$ cat src/rtl/pipe_pkg.sv
// Shared types for the ID->EX pipeline register: stage-3 control bundle, its
// bubble encoding and the default datapath widths.
package pipe_pkg;

    localparam int BITS_DEF       = 32;
    localparam int REG_WORDS_DEF  = 32;
    localparam int OP_BITS_DEF    = 4;
    localparam int SHIFT_BITS_DEF = 5;
    localparam int CNT_BITS_DEF   = 16;
    localparam int BYTE_EN_BITS   = 4;

    typedef struct packed {
        logic                    atomic;
        logic                    sel_mem;
        logic                    check_link;
        logic                    mem_rw_;
        logic                    rw_;
        logic                    load_link_;
        logic                    alu_imm;
        logic [OP_BITS_DEF-1:0]  alu_op;
        logic [BYTE_EN_BITS-1:0] byte_en;
        logic                    halt;
    } ctl_t;

    // Inert control word: no register write, no memory write, no link load.
    localparam ctl_t CTL_BUBBLE = '{
        atomic:     1'b0,
        sel_mem:    1'b0,
        check_link: 1'b0,
        mem_rw_:    1'b1,
        rw_:        1'b1,
        load_link_: 1'b1,
        alu_imm:    1'b0,
        alu_op:     '0,
        byte_en:    4'hF,
        halt:       1'b0
    };

endpackage

$ cat src/rtl/load_use_det.sv
// Load-use detector: stage 3 holds a register-writing load whose destination
// is a source operand of the word waiting in stage 2.
module load_use_det #(
    parameter int ADDR_LEFT = 4
) (
    input  logic             valid_s3_i,
    input  logic             valid_s2_i,
    input  logic             sel_mem_s3_i,
    input  logic             rw_s3_n_i,
    input  logic [ADDR_LEFT:0] waddr_s3_i,
    input  logic [ADDR_LEFT:0] r1_addr_i,
    input  logic [ADDR_LEFT:0] r2_addr_i,
    output logic             hazard_o
);

    logic addr_match;

    // Register 0 is hard-wired, so a load targeting it never creates a dependency.
    assign addr_match = (waddr_s3_i != '0) &&
                        ((waddr_s3_i == r1_addr_i) || (waddr_s3_i == r2_addr_i));

    assign hazard_o = valid_s3_i & valid_s2_i & sel_mem_s3_i & ~rw_s3_n_i & addr_match;

endmodule

$ cat src/rtl/pipe_id_ex_hs.sv
// ID->EX valid/ready pipeline register with flush, sticky halt lock and an
// optional load-use interlock plus stall counter (define PIPE_ID_EX_HAZARD_EN).
module pipe_id_ex_hs
    import pipe_pkg::*;
#(
    parameter int BITS       = BITS_DEF,
    parameter int REG_WORDS  = REG_WORDS_DEF,
    parameter int ADDR_LEFT  = $clog2(REG_WORDS) - 1,
    parameter int OP_BITS    = OP_BITS_DEF,
    parameter int SHIFT_BITS = SHIFT_BITS_DEF,
    parameter int CNT_BITS   = CNT_BITS_DEF
) (
    input  logic                  clk,
    input  logic                  rst_,
    input  logic                  valid_s2,
    output logic                  ready_s2,
    input  logic                  flush,
    input  ctl_t                  ctl_s2,
    input  logic [BITS-1:0]       r1_data,
    input  logic [BITS-1:0]       r2_data,
    input  logic [BITS-1:0]       sign_ext_imm,
    input  logic [SHIFT_BITS-1:0] shamt,
    input  logic [ADDR_LEFT:0]    waddr_,
    input  logic [ADDR_LEFT:0]    r1_addr,
    input  logic [ADDR_LEFT:0]    r2_addr,
    output logic                  valid_s3,
    input  logic                  ready_s3,
    output ctl_t                  ctl_s3,
    output logic [BITS-1:0]       r1_data_s3,
    output logic [BITS-1:0]       r2_data_s3,
    output logic [BITS-1:0]       sign_ext_imm_s3,
    output logic [SHIFT_BITS-1:0] shamt_s3,
    output logic [ADDR_LEFT:0]    waddr_s3,
    output logic [ADDR_LEFT:0]    r1_addr_s3,
    output logic [ADDR_LEFT:0]    r2_addr_s3,
    output logic                  hazard,
    output logic [CNT_BITS-1:0]   stall_cnt
);

    // A narrower ALU-op configuration clears the unused upper bits of the field.
    localparam logic [OP_BITS_DEF-1:0] OP_MASK = OP_BITS_DEF'((1 << OP_BITS) - 1);

    logic                  valid_q, valid_d;
    ctl_t                  ctl_q, ctl_d;
    logic                  halt_lock_q, halt_lock_d;
    logic [BITS-1:0]       r1_data_q, r1_data_d;
    logic [BITS-1:0]       r2_data_q, r2_data_d;
    logic [BITS-1:0]       imm_q, imm_d;
    logic [SHIFT_BITS-1:0] shamt_q, shamt_d;
    logic [ADDR_LEFT:0]    waddr_q, waddr_d;
    logic [ADDR_LEFT:0]    r1_addr_q, r1_addr_d;
    logic [ADDR_LEFT:0]    r2_addr_q, r2_addr_d;
    logic                  accept;

    assign ready_s2 = (~valid_q | ready_s3) & ~hazard & ~halt_lock_q;
    assign accept   = valid_s2 & ready_s2;

    always_comb begin
        // NOTE: every target gets a hold default first so no path can infer a latch.
        valid_d     = valid_q;
        ctl_d       = ctl_q;
        r1_data_d   = r1_data_q;
        r2_data_d   = r2_data_q;
        imm_d       = imm_q;
        shamt_d     = shamt_q;
        waddr_d     = waddr_q;
        r1_addr_d   = r1_addr_q;
        r2_addr_d   = r2_addr_q;
        halt_lock_d = halt_lock_q | (accept & ctl_s2.halt);

        if (flush) begin
            valid_d = 1'b0;
            ctl_d   = CTL_BUBBLE;
        end else if (accept) begin
            valid_d       = 1'b1;
            ctl_d         = ctl_s2;
            ctl_d.alu_op  = ctl_s2.alu_op & OP_MASK;
            r1_data_d     = r1_data;
            r2_data_d     = r2_data;
            imm_d         = sign_ext_imm;
            shamt_d       = shamt;
            waddr_d       = waddr_;
            r1_addr_d     = r1_addr;
            r2_addr_d     = r2_addr;
        end else if (~valid_q | ready_s3) begin
            // Word consumed (or never present) with nothing new: drain to a bubble.
            valid_d = 1'b0;
            ctl_d   = CTL_BUBBLE;
        end
    end

    always_ff @(posedge clk or negedge rst_) begin
        if (!rst_) begin
            valid_q     <= 1'b0;
            ctl_q       <= CTL_BUBBLE;
            halt_lock_q <= 1'b0;
            // NOTE: payload is reset too, so stage-3 outputs read zero right after reset.
            r1_data_q   <= '0;
            r2_data_q   <= '0;
            imm_q       <= '0;
            shamt_q     <= '0;
            waddr_q     <= '0;
            r1_addr_q   <= '0;
            r2_addr_q   <= '0;
        end else begin
            // NOTE: non-blocking updates so all state advances from pre-edge values.
            valid_q     <= valid_d;
            ctl_q       <= ctl_d;
            halt_lock_q <= halt_lock_d;
            r1_data_q   <= r1_data_d;
            r2_data_q   <= r2_data_d;
            imm_q       <= imm_d;
            shamt_q     <= shamt_d;
            waddr_q     <= waddr_d;
            r1_addr_q   <= r1_addr_d;
            r2_addr_q   <= r2_addr_d;
        end
    end

    assign valid_s3        = valid_q;
    assign ctl_s3          = ctl_q;
    assign r1_data_s3      = r1_data_q;
    assign r2_data_s3      = r2_data_q;
    assign sign_ext_imm_s3 = imm_q;
    assign shamt_s3        = shamt_q;
    assign waddr_s3        = waddr_q;
    assign r1_addr_s3      = r1_addr_q;
    assign r2_addr_s3      = r2_addr_q;

`ifdef PIPE_ID_EX_HAZARD_EN
    logic [CNT_BITS-1:0] stall_cnt_q, stall_cnt_d;

    load_use_det #(
        .ADDR_LEFT (ADDR_LEFT)
    ) u_load_use_det (
        .valid_s3_i   (valid_q),
        .valid_s2_i   (valid_s2),
        .sel_mem_s3_i (ctl_q.sel_mem),
        .rw_s3_n_i    (ctl_q.rw_),
        .waddr_s3_i   (waddr_q),
        .r1_addr_i    (r1_addr),
        .r2_addr_i    (r2_addr),
        .hazard_o     (hazard)
    );

    // Saturates so a long interlock never wraps back to a small count.
    always_comb begin
        stall_cnt_d = stall_cnt_q;
        if (hazard && (stall_cnt_q != '1)) begin
            stall_cnt_d = stall_cnt_q + 1'b1;
        end
    end

    always_ff @(posedge clk or negedge rst_) begin
        if (!rst_) begin
            stall_cnt_q <= '0;
        end else begin
            stall_cnt_q <= stall_cnt_d;
        end
    end

    assign stall_cnt = stall_cnt_q;
`else
    assign hazard    = 1'b0;
    assign stall_cnt = '0;
`endif

endmodule

$ cat config.mk
export PLATFORM = sky130hd
export DESIGN_NAME = pipe_id_ex_hs
export DESIGN_NICKNAME = d
export VERILOG_FILES = /design/src/rtl/pipe_pkg.sv /design/src/rtl/load_use_det.sv /design/src/rtl/pipe_id_ex_hs.sv
export SDC_FILE = /design/constraint.sdc
export NUM_CORES = 1
export LEC_CHECK = 0
export ABC_AREA = 1
export CAP_MARGIN = 20
export CORE_AREA = 2 2 113 115
export CTS_CLUSTER_DIAMETER = 100
export CTS_CLUSTER_SIZE = 20
export DETAILED_ROUTE_END_ITERATION = 16
export DIE_AREA = 0 0 115 117
export DONT_BUFFER_PORTS = 1
export PLACE_DENSITY = 0.7
export SETUP_SLACK_MARGIN = 0.05
export SLEW_MARGIN = 20
export SYNTH_ARGS = -nofsm -noshare
export SYNTH_HDL_FRONTEND = slang
export SYNTH_SLANG_ARGS = --single-unit
$ cat constraint.sdc
create_clock -name clk -period 1.53 [get_ports clk]
set_input_delay 0.0765 -clock clk [delete_from_list [all_inputs] [get_ports clk]]
set_output_delay 0.0765 -clock clk [all_outputs]
set_load 0.03 [all_outputs]
==> impl_metrics.json, run 1 <==
{
  "max-vdd-ir-drop_v": 0.000884,
  "worstPathRequired_ps": 1450,
  "grt_max_degree": 135,
  "insertion_delay_ps": 410,
  "period_share": 0.923,
  "met1_length_mm": 6.24,
  "yosysSeqAreaShare": 0.602,
  "clock-sinks": 134,
  "hpwl_mm": 8.51,
  "p_int_uw": 6670,
  "yosys_register_bits": 134,
  "status": "finished with violations",
  "reg2reg_slack_ps": 130,
  "worstRegToRegCells": 6,
  "ys_async_sr_fraction": 1.00,
  "power.density_nw_per_um2": 1110,
  "antennaDiodeCount": 0,
  "die_y_um": 117,
  "fin_ws_ps": 118,
  "slew-limit-headroom": 0.649,
  "synth_edf_count": 0,
  "ctsHoldBuffers": 133,
  "clkTransAtPathRegs_ps": 60,
  "dr_wl_met3_mm": 1.76,
  "timing.rr.end": "r1_data_s3[13]",
  "hold_viol_final": 252,
  "vias": 5046,
  "synth_area_leaders": "dfrtp_1 57%, nand2_1 16%, nand4_1 13%",
  "r2r-start": "valid_s3",
  "port_buffers": 0,
  "ys_warn_count": 0,
  "htree_num_levels": 4,
  "rsz0062_at_grt": "true",
  "synth_top_area_frac": 0.569,
  "layout-drive-gt1-share": 0.0733,
  "wl_met2_mm": 8.27,
  "swShare": 0.218,
  "die_w_um": 115,
  "drt-total-wl_mm": 16.8,
  "multi_input_area_um2": 1890,
  "p_seq_frac": 0.451,
  "finalSetupTns_ps": 0,
  "failed_checks": "negative hold slack",
  "syn_to_final_growth_pct": 37.1,
  "p_switching_uw": 1860,
  "dr.pass1.iters": 5,
  "viasPerCell": 5.69,
  "cts_buffers": 17,
  "synth_flop_cell": "dfrtp_1",
  "min-delay-path-class": "input pin to asynchronous set/reset pin",
  "p_clk_frac": 0.493,
  "hold_ws_ps": -640,
  "root_buffer": "clkbuf_16",
  "worst_pin_slew_ps": 526,
  "place_congestion": 0.759,
  "dpl_worst_slack_ps": 241,
  "nFillCells": 897,
  "cts_tree": "done",
  "top_layer": "met4",
  "maxSlewViolCount": 0,
  "crit_type": "flop to primary output",
  "netlist_top_cells_count": "245 x nand2_1, 127 x dfrtp_1, 117 x nand4_1",
  "p_leak_uw": 0.00391,
  "drc_errors": 0,
  "synth_area_leader_cell": "dfrtp_1",
  "syn_avg_cell_area_um2": 9.11,
  "grtUsageTotal": 0.236,
  "overflow": 0,
  "synth_area_um2": 5590,
  "die-area_um2": 13500,
  "antenna_found_initial": 0,
  "core-area_um2": 12300,
  "first_global_vias": 4852,
  "fin_worst_skew_ps": 7.76,
  "synth.most_common_cell": "nand2_1",
  "combinationalPowerShare": 0.056,
  "core.rowCount": 41,
  "grt_first_pass_wirelength_mm": 24.4,
  "pin_count": 288,
  "clock_path_buffers": 2,
  "wl_per_cell_um": 18.9,
  "regArea_um2": 3360,
  "cp.arrival_ps": 1340,
  "end_kind": "primary output",
  "start_util": 0.454,
  "max_freq_ghz": 0.708,
  "drt_iter0_drc": 425,
  "ant_nets": 0,
  "cp_max_fo": 8,
  "nNetsFinal": 861,
  "netlist_instances": 613,
  "critPathLaunchType": "flop",
  "min_period_ps": 1410,
  "synth.distinct_cells": 16,
  "maxCapViolCount": 0,
  "setup_viol": 0
}
-- worst max path at each step --
stage,start,endpoint,slack (ps)
after floorplan,valid_s3,r1_data_s3[16],180
after global placement,valid_s3,ctl_s3[3],310
after detailed placement,valid_s3,ctl_s3[10],240
after CTS,valid_s3,ready_s2,60
after global routing,valid_s3,ready_s2,40
final,valid_s3,ready_s2,120
-- critical path, cell delays in order, from the launching register on --
cell and delay [ps]:
dfrtp_1 400, inv_2 80, nor2_4 40, nor2_4 210, buf_12 190
-- registers in the layout, summed over array words and instances (netlist names) --
name             flops
shamt_s3             5
halt_lock_q          1
r2_addr_s3           5
valid_s3             1
ctl_s3              16
r2_data_s3          32
r1_data_s3          32
waddr_s3             5
r1_addr_s3           5
sign_ext_imm_s3     32
-- power groups by stage --
stage / Clock, uW / Combinational [uW] / Sequential, uW
finish: 4200 / 480 / 3850
global route: 4480 / 514 / 3850
CTS: 4290 / 461 / 3850
detailed placement: 0 / 186 / 3900
global placement: 0 / 176 / 3910
floorplan: 0 / 237 / 3890
-- placed cells by master (no fill, tap or decap), drive strengths merged, types with 8 or more instances in the layout --
master	instances
nand2	245
dlygate4sd3	133
dfrtp	127
nand4	118
clkbuf	27
nor2	24
conb	17
inv	12
buf	9
o21ai	8
-- per-layer routing --
metal	global-route usage	vias to the layer above
li1	-	2230
met1	0.271	2401
met2	0.385	368
met3	0.0937	47
met4	0.122	0
met5	0	-
-- cells by family (layout without fill, tap and decap cells) --
logic type | Yosys count | count (layout) | synth area share
compound gates | 8 | 8 | 0.00717
buf+inv | 82 | 190 | 0.0748
flops | 134 | 134 | 0.602
other cells | 1 | 17 | 0.000671
simple gates | 388 | 388 | 0.315
-- timing repair --
item                                    CTS  global route
setup buffers                             0             2
resized for setup                         0             3
pin swaps                                 0             1
hold endpoints to repair                267           252
cloned                                    1             2
endpoints found under the setup margin    1             1
-- through the flow --
stage / cells / utilization / power [uW] / cell area, um^2
after floorplan: 629 / - / 4120 / 5650
after global placement: 717 / 0.455 / 4080 / 5600
after detailed placement: 717 / 0.455 / 4090 / 5600
after CTS: 883 / 0.616 / 8600 / 7580
after global routing: 887 / 0.622 / 8850 / 7650
final: 887 / 0.622 / 8530 / 7650
-- cell type report --
type                    instances  area share
clock buffers                  25      0.0660
clock inverters                 7      0.0152
inverters                      13     0.00654
multi-input cells             413       0.247
flip-flops and latches        134       0.439
well taps                     150      0.0245
repair buffers                145       0.202
No activity file was read; power rests on OpenSTA's default activity.
==> inputs of run 2 (changes only) <==
--- a/config.mk
+++ b/config.mk
@@ -6,14 +6,15 @@
 export NUM_CORES = 1
 export LEC_CHECK = 0
 export ABC_AREA = 1
+export ABC_CLOCK_PERIOD_IN_PS = 1200
 export CAP_MARGIN = 20
-export CORE_AREA = 2 2 113 115
+export CORE_AREA = 2 2 112 114
 export CTS_CLUSTER_DIAMETER = 100
 export CTS_CLUSTER_SIZE = 20
 export DETAILED_ROUTE_END_ITERATION = 16
-export DIE_AREA = 0 0 115 117
+export DIE_AREA = 0 0 114 116
 export DONT_BUFFER_PORTS = 1
-export PLACE_DENSITY = 0.7
+export PLACE_DENSITY = 0.74
 export SETUP_SLACK_MARGIN = 0.05
 export SLEW_MARGIN = 20
 export SYNTH_ARGS = -nofsm -noshare
==> constraint.sdc (replaced) <==
create_clock -name clk -period 1.2 [get_ports clk]
set_input_delay 0.06 -clock clk [delete_from_list [all_inputs] [get_ports clk]]
set_output_delay 0.06 -clock clk [all_outputs]
set_load 0.03 [all_outputs]
==> run 2 against run 1 <==
Effect of this change: the run ends with negative hold slack, negative setup slack left; first-iteration DRC count is 43% higher; global-route usage rose by 5.0 points; critical endpoint is now r1_data_s3[11]; sequential share of layout area decreased by 4.7 points; cell count up 2.1%; count of clock-buffer cells in the layout fell by 7; largest cell class unchanged; critical path depth increased by 3; clock power grew 25%; non-clock buffer count grew 22; register-to-register slack lost 360 ps; combinational power rose by 43%.
==> impl_metrics.json, run 2 (same netlist as run 1, synthesis figures left out) <==
{
  "nFillCells": 716,
  "htree_num_levels": 4,
  "ant_nets": 0,
  "final_common_cell": "nand2_1",
  "pin_count": 288,
  "drt_iter0_drc": 606,
  "clock-sinks": 134,
  "status": "finished with violations",
  "finalSetupTns_ps": -19410,
  "fin_ws_ps": -233,
  "die_w_um": 114,
  "vias": 5500,
  "core-area_um2": 11900,
  "multi_input_area_um2": 2370,
  "grtUsageTotal": 0.286,
  "end_kind": "flop",
  "antennaDiodeCount": 0,
  "cts_tree": "done",
  "port_buffers": 0,
  "dr.pass1.iters": 6,
  "mostFrequentLayoutCells": "152 x nand2_1, 134 x dlygate4sd3_1, 126 x dfrtp_1",
  "setup_viol": 136,
  "regArea_um2": 3360,
  "die-area_um2": 13200,
  "crit_type": "flop to flop",
  "fin_worst_skew_ps": 7.64,
  "final_util": 0.720,
  "maxCapViolCount": 0,
  "layoutNonFillerInstCount": 906,
  "root_buffer": "clkbuf_16",
  "drc_errors": 0,
  "critPathLaunchType": "flop",
  "hold_ws_ps": -656,
  "layout-drive-gt1-share": 0.240,
  "slowest_delay_ps": 420,
  "nNetsFinal": 883,
  "crit_top_cell": "nand2_1",
  "hold_viol_final": 252,
  "cp_slowest_cell": "dfrtp_2",
  "cp_max_fo": 14,
  "fin_total_pwr_uw": 10900,
  "die_y_um": 116,
  "period_share": 1.19,
  "antenna_found_initial": 0,
  "worstRegToRegCells": 7,
  "r2r-start": "valid_s3",
  "drt-total-wl_mm": 21.3,
  "worstPathRequired_ps": 1480,
  "max_freq_ghz": 0.698,
  "hpwl_mm": 9.02,
  "p_leak_uw": 0.00418,
  "maxSlewViolCount": 0,
  "start_util": 0.469,
  "power.density_nw_per_um2": 1270,
  "crit_buf_inv": 3,
  "grt_max_degree": 135,
  "viasPerCell": 6.07,
  "reg2reg_slack_ps": -230,
  "timing.rr.end": "r1_data_s3[11]",
  "clock_path_buffers": 2,
  "ctsHoldBuffers": 134,
  "place_inst": 716,
  "syn_to_final_growth_pct": 53.5,
  "place_congestion": 0.749,
  "core.rowCount": 40,
  "cp_cell_sequence": "buf_6 -> nand2_4 -> nand4_4 -> buf_12 -> buf_16 -> nand2_1 -> nand2_1",
  "path_delay_family": "buffers and inverters",
  "first_global_vias": 5417,
  "min-delay-path-class": "input pin to asynchronous set/reset pin",
  "failed_checks": "negative hold slack, negative setup slack",
  "max-vdd-ir-drop_v": 0.000705,
  "clkTransAtPathRegs_ps": 60,
  "cts_buffers": 17,
  "cp.arrival_ps": 1710,
  "grt_first_pass_wirelength_mm": 28.8,
  "insertion_delay_ps": 410,
  "overflow": 0,
  "rsz0062_at_grt": "true",
  "min_period_ps": 1430,
  "wl_per_cell_um": 23.5
}
run 2: repair_timing:
item                                    CTS  global route
endpoints found under the setup margin  135           136
pin swaps                                 3            40
gates resized for setup                  41           141
cloned                                   10             5
buffers inserted                          7             2
endpoints found under the hold margin   268           252
run 2: per-layer routing:
metal  global-route usage  share of wire  vias up
met4                0.154          0.042        0
met2                0.484           0.49      465
li1                     -              -     2293
met1                0.325           0.35     2660
met3               0.0926           0.11       82
met5                    0              0        -
run 2: power breakdown:
group	switching [uW]	internal [uW]
Clock	2110	3120
Combinational	308	378
Sequential	316	4620
run 2: how the worst max path moves through the flow:
stage,cells after the start,endpoint,slack (ps),from
floorplan,7,r1_data_s3[16],-1,valid_s3
global placement,6,r1_data_s3[0],-50,valid_s3
detailed placement,4,ctl_s3[15],-80,halt_lock_q
CTS,7,shamt_s3[4],-170,valid_s3
global route,7,r1_data_s3[11],-270,valid_s3
finish,7,r1_data_s3[11],-230,valid_s3
run 2: layout make-up:
type,instances,area share
flip-flops and latches,134,0.392
multi-input cells,413,0.277
clock inverters,14,0.0193
well taps,147,0.0215
clock buffers,18,0.0501
inverters,13,0.00584
repair buffers,167,0.235
run 2: stage by stage:
| step | setup WS (ps) | area, um^2 |
|---|---|---|
| after global placement | -46.0 | 5620 |
| final | -233 | 8570 |
| after floorplan | -0.984 | 5700 |
| after detailed placement | -80.1 | 5620 |
| after global routing | -273 | 8570 |
| after CTS | -166 | 8000 |
==> inputs of run 3 (changes only) <==
--- a/config.mk
+++ b/config.mk
@@ -6,15 +6,16 @@
 export NUM_CORES = 1
 export LEC_CHECK = 0
 export ABC_AREA = 1
-export ABC_CLOCK_PERIOD_IN_PS = 1200
+export ABC_CLOCK_PERIOD_IN_PS = 1500
 export CAP_MARGIN = 20
-export CORE_AREA = 2 2 112 114
+export CORE_AREA = 2 2 113 115
 export CTS_CLUSTER_DIAMETER = 100
 export CTS_CLUSTER_SIZE = 20
 export DETAILED_ROUTE_END_ITERATION = 16
-export DIE_AREA = 0 0 114 116
+export DIE_AREA = 0 0 115 117
 export DONT_BUFFER_PORTS = 1
-export PLACE_DENSITY = 0.74
+export HOLD_SLACK_MARGIN = 0.1
+export PLACE_DENSITY = 0.7
 export SETUP_SLACK_MARGIN = 0.05
 export SLEW_MARGIN = 20
 export SYNTH_ARGS = -nofsm -noshare
==> constraint.sdc (replaced) <==
create_clock -name clk -period 1.5 [get_ports clk]
set_input_delay 0.075 -clock clk [delete_from_list [all_inputs] [get_ports clk]]
set_output_delay 0.075 -clock clk [all_outputs]
set_load 0.03 [all_outputs]
==> run 3 against run 2 <==
Effect of this change: the flow finishes with violations (negative hold slack); register-to-register slack better by 380 ps; critical path type is now flop to primary output; total power down 21%; count of clock-buffer cells in the layout grew 6; highest routed layer unchanged.
==> impl_metrics.json, run 3 (same netlist as run 1, synthesis figures left out) <==
{
  "worst_pin_slew_ps": 580,
  "nNetsFinal": 862,
  "status": "finished with violations",
  "max_freq_ghz": 0.737,
  "grt_first_pass_wirelength_mm": 25.6,
  "failed_checks": "negative hold slack",
  "p_leak_uw": 0.00391,
  "syn_to_final_growth_pct": 37.3,
  "cp_max_fo": 16,
  "critPathLaunchType": "flop",
  "die-area_um2": 13500,
  "htree_num_levels": 4,
  "max-vdd-ir-drop_v": 0.000637,
  "min_period_ps": 1360,
  "min-delay-path-class": "input pin to asynchronous set/reset pin",
  "root_buffer": "clkbuf_16",
  "core-area_um2": 12300,
  "core.rowCount": 41,
  "drt-total-wl_mm": 17.2,
  "insertion_delay_ps": 410,
  "pin_count": 288,
  "cp.arrival_ps": 1280,
  "finalSetupTns_ps": 0,
  "final_common_cell": "nand2_1",
  "layoutNonFillerInstCount": 888,
  "place_congestion": 0.753,
  "crit_type": "flop to primary output",
  "power.density_nw_per_um2": 1110,
  "setup_viol": 0,
  "port_buffers": 0,
  "worstRegToRegCells": 4,
  "layout-drive-gt1-share": 0.0732,
  "r2r-start": "valid_s3",
  "maxCapViolCount": 0,
  "mostFrequentLayoutCells": "245 x nand2_1, 134 x dlygate4sd3_1, 127 x dfrtp_1",
  "clock_path_buffers": 2,
  "clkTransAtPathRegs_ps": 60,
  "worstPathRequired_ps": 1420,
  "end_kind": "primary output",
  "antennaDiodeCount": 0,
  "slew-limit-headroom": 0.613,
  "reg2reg_slack_ps": 150,
  "maxSlewViolCount": 0,
  "hold_viol_final": 252,
  "die_w_um": 115,
  "rsz0062_at_grt": "true",
  "hold_ws_ps": -642,
  "dr.pass1.iters": 5,
  "overflow": 0,
  "grt_max_degree": 135,
  "hpwl_mm": 8.60,
  "place_inst": 717,
  "drc_errors": 0,
  "start_util": 0.454,
  "timing.rr.end": "ctl_s3[14]",
  "viasPerCell": 5.76,
  "die_y_um": 117,
  "cts_tree": "done",
  "grtUsageTotal": 0.248,
  "drt_iter0_drc": 378,
  "clock-sinks": 134,
  "fin_worst_skew_ps": 4.32,
  "wl_per_cell_um": 19.4,
  "antenna_found_initial": 0,
  "cts_buffers": 17,
  "ant_nets": 0,
  "ctsHoldBuffers": 134,
  "period_share": 0.905,
  "first_global_vias": 5009,
  "vias": 5117
}
## run 3: cell types whose count changed in the layout (fill, tap and decap cells not counted), sizes merged
cell | previous run | this run
buf | 29 | 11
inv | 19 | 12
clkbuf | 22 | 25
clkinv | 4 | 5
## run 3: worst max path at each step
stage	startpoint	endpoint	slack, ps	cells after the start
floorplan	valid_s3	r1_data_s3[16]	150	7
global placement	valid_s3	r1_data_s3[14]	270	6
detailed placement	valid_s3	r1_data_s3[14]	200	6
CTS	valid_s3	r2_data_s3[4]	100	7
global route	valid_s3	ctl_s3[5]	20	4
finish	valid_s3	ready_s2	140	4
## run 3: stage by stage
stage	util	instance area, um^2	hold WS, ps	worst slack [ps]	power (uW)
after floorplan	-	5650	-221	146	4210
after global routing	0.623	7670	-672	23.8	8850
after global placement	0.456	5610	-218	274	4160
final	0.623	7670	-642	143	8530
after detailed placement	0.456	5610	-218	197	4170
after CTS	0.620	7630	-664	103	8590
## run 3: layer usage
| layer | share of wire | vias to the layer above | GRT usage |
|---|---|---|---|
| li1 | - | 2241 | - |
| met1 | 0.37 | 2453 | 0.284 |
| met2 | 0.50 | 373 | 0.412 |
| met3 | 0.11 | 50 | 0.0881 |
| met4 | 0.027 | 0 | 0.132 |
| met5 | 0 | - | 0 |
## run 3: layout make-up
cell class	count	area, um^2
Clock inverter	8	95.1
Clock buffer	24	502
Timing Repair Buffer	146	1580
Fill cell	900	4640
Multi-Input combinational cell	413	1890
Sequential cell	134	3360
Inverter	13	50.0
Tap cell	150	188
## run 3: repair_timing
| action | 4_1_cts | 5_1_grt |
|---|---|---|
| setup buffers | 1 | 1 |
| setup endpoints to repair | 1 | 75 |
| endpoints found under the hold margin | 268 | 252 |
| gates resized for setup | 0 | 5 |
| cloned | 2 | 1 |
| pin swaps | 1 | 2 |
## run 3: worst max-delay path: stages, from the launching register on
cell and delay, ps:
dfrtp_1 400, inv_1 80, nor2_2 50, nor2_4 140, buf_12 200
## run 3: where the power goes
part / leakage (uW) / internal (uW) / total, uW / switching [uW]
combinational: 0.00181 / 276 / 500 / 223
sequential: 0.00181 / 3700 / 3930 / 231
clock: 0.000292 / 2650 / 4100 / 1450
total: 0.00391 / 6630 / 8530 / 1900
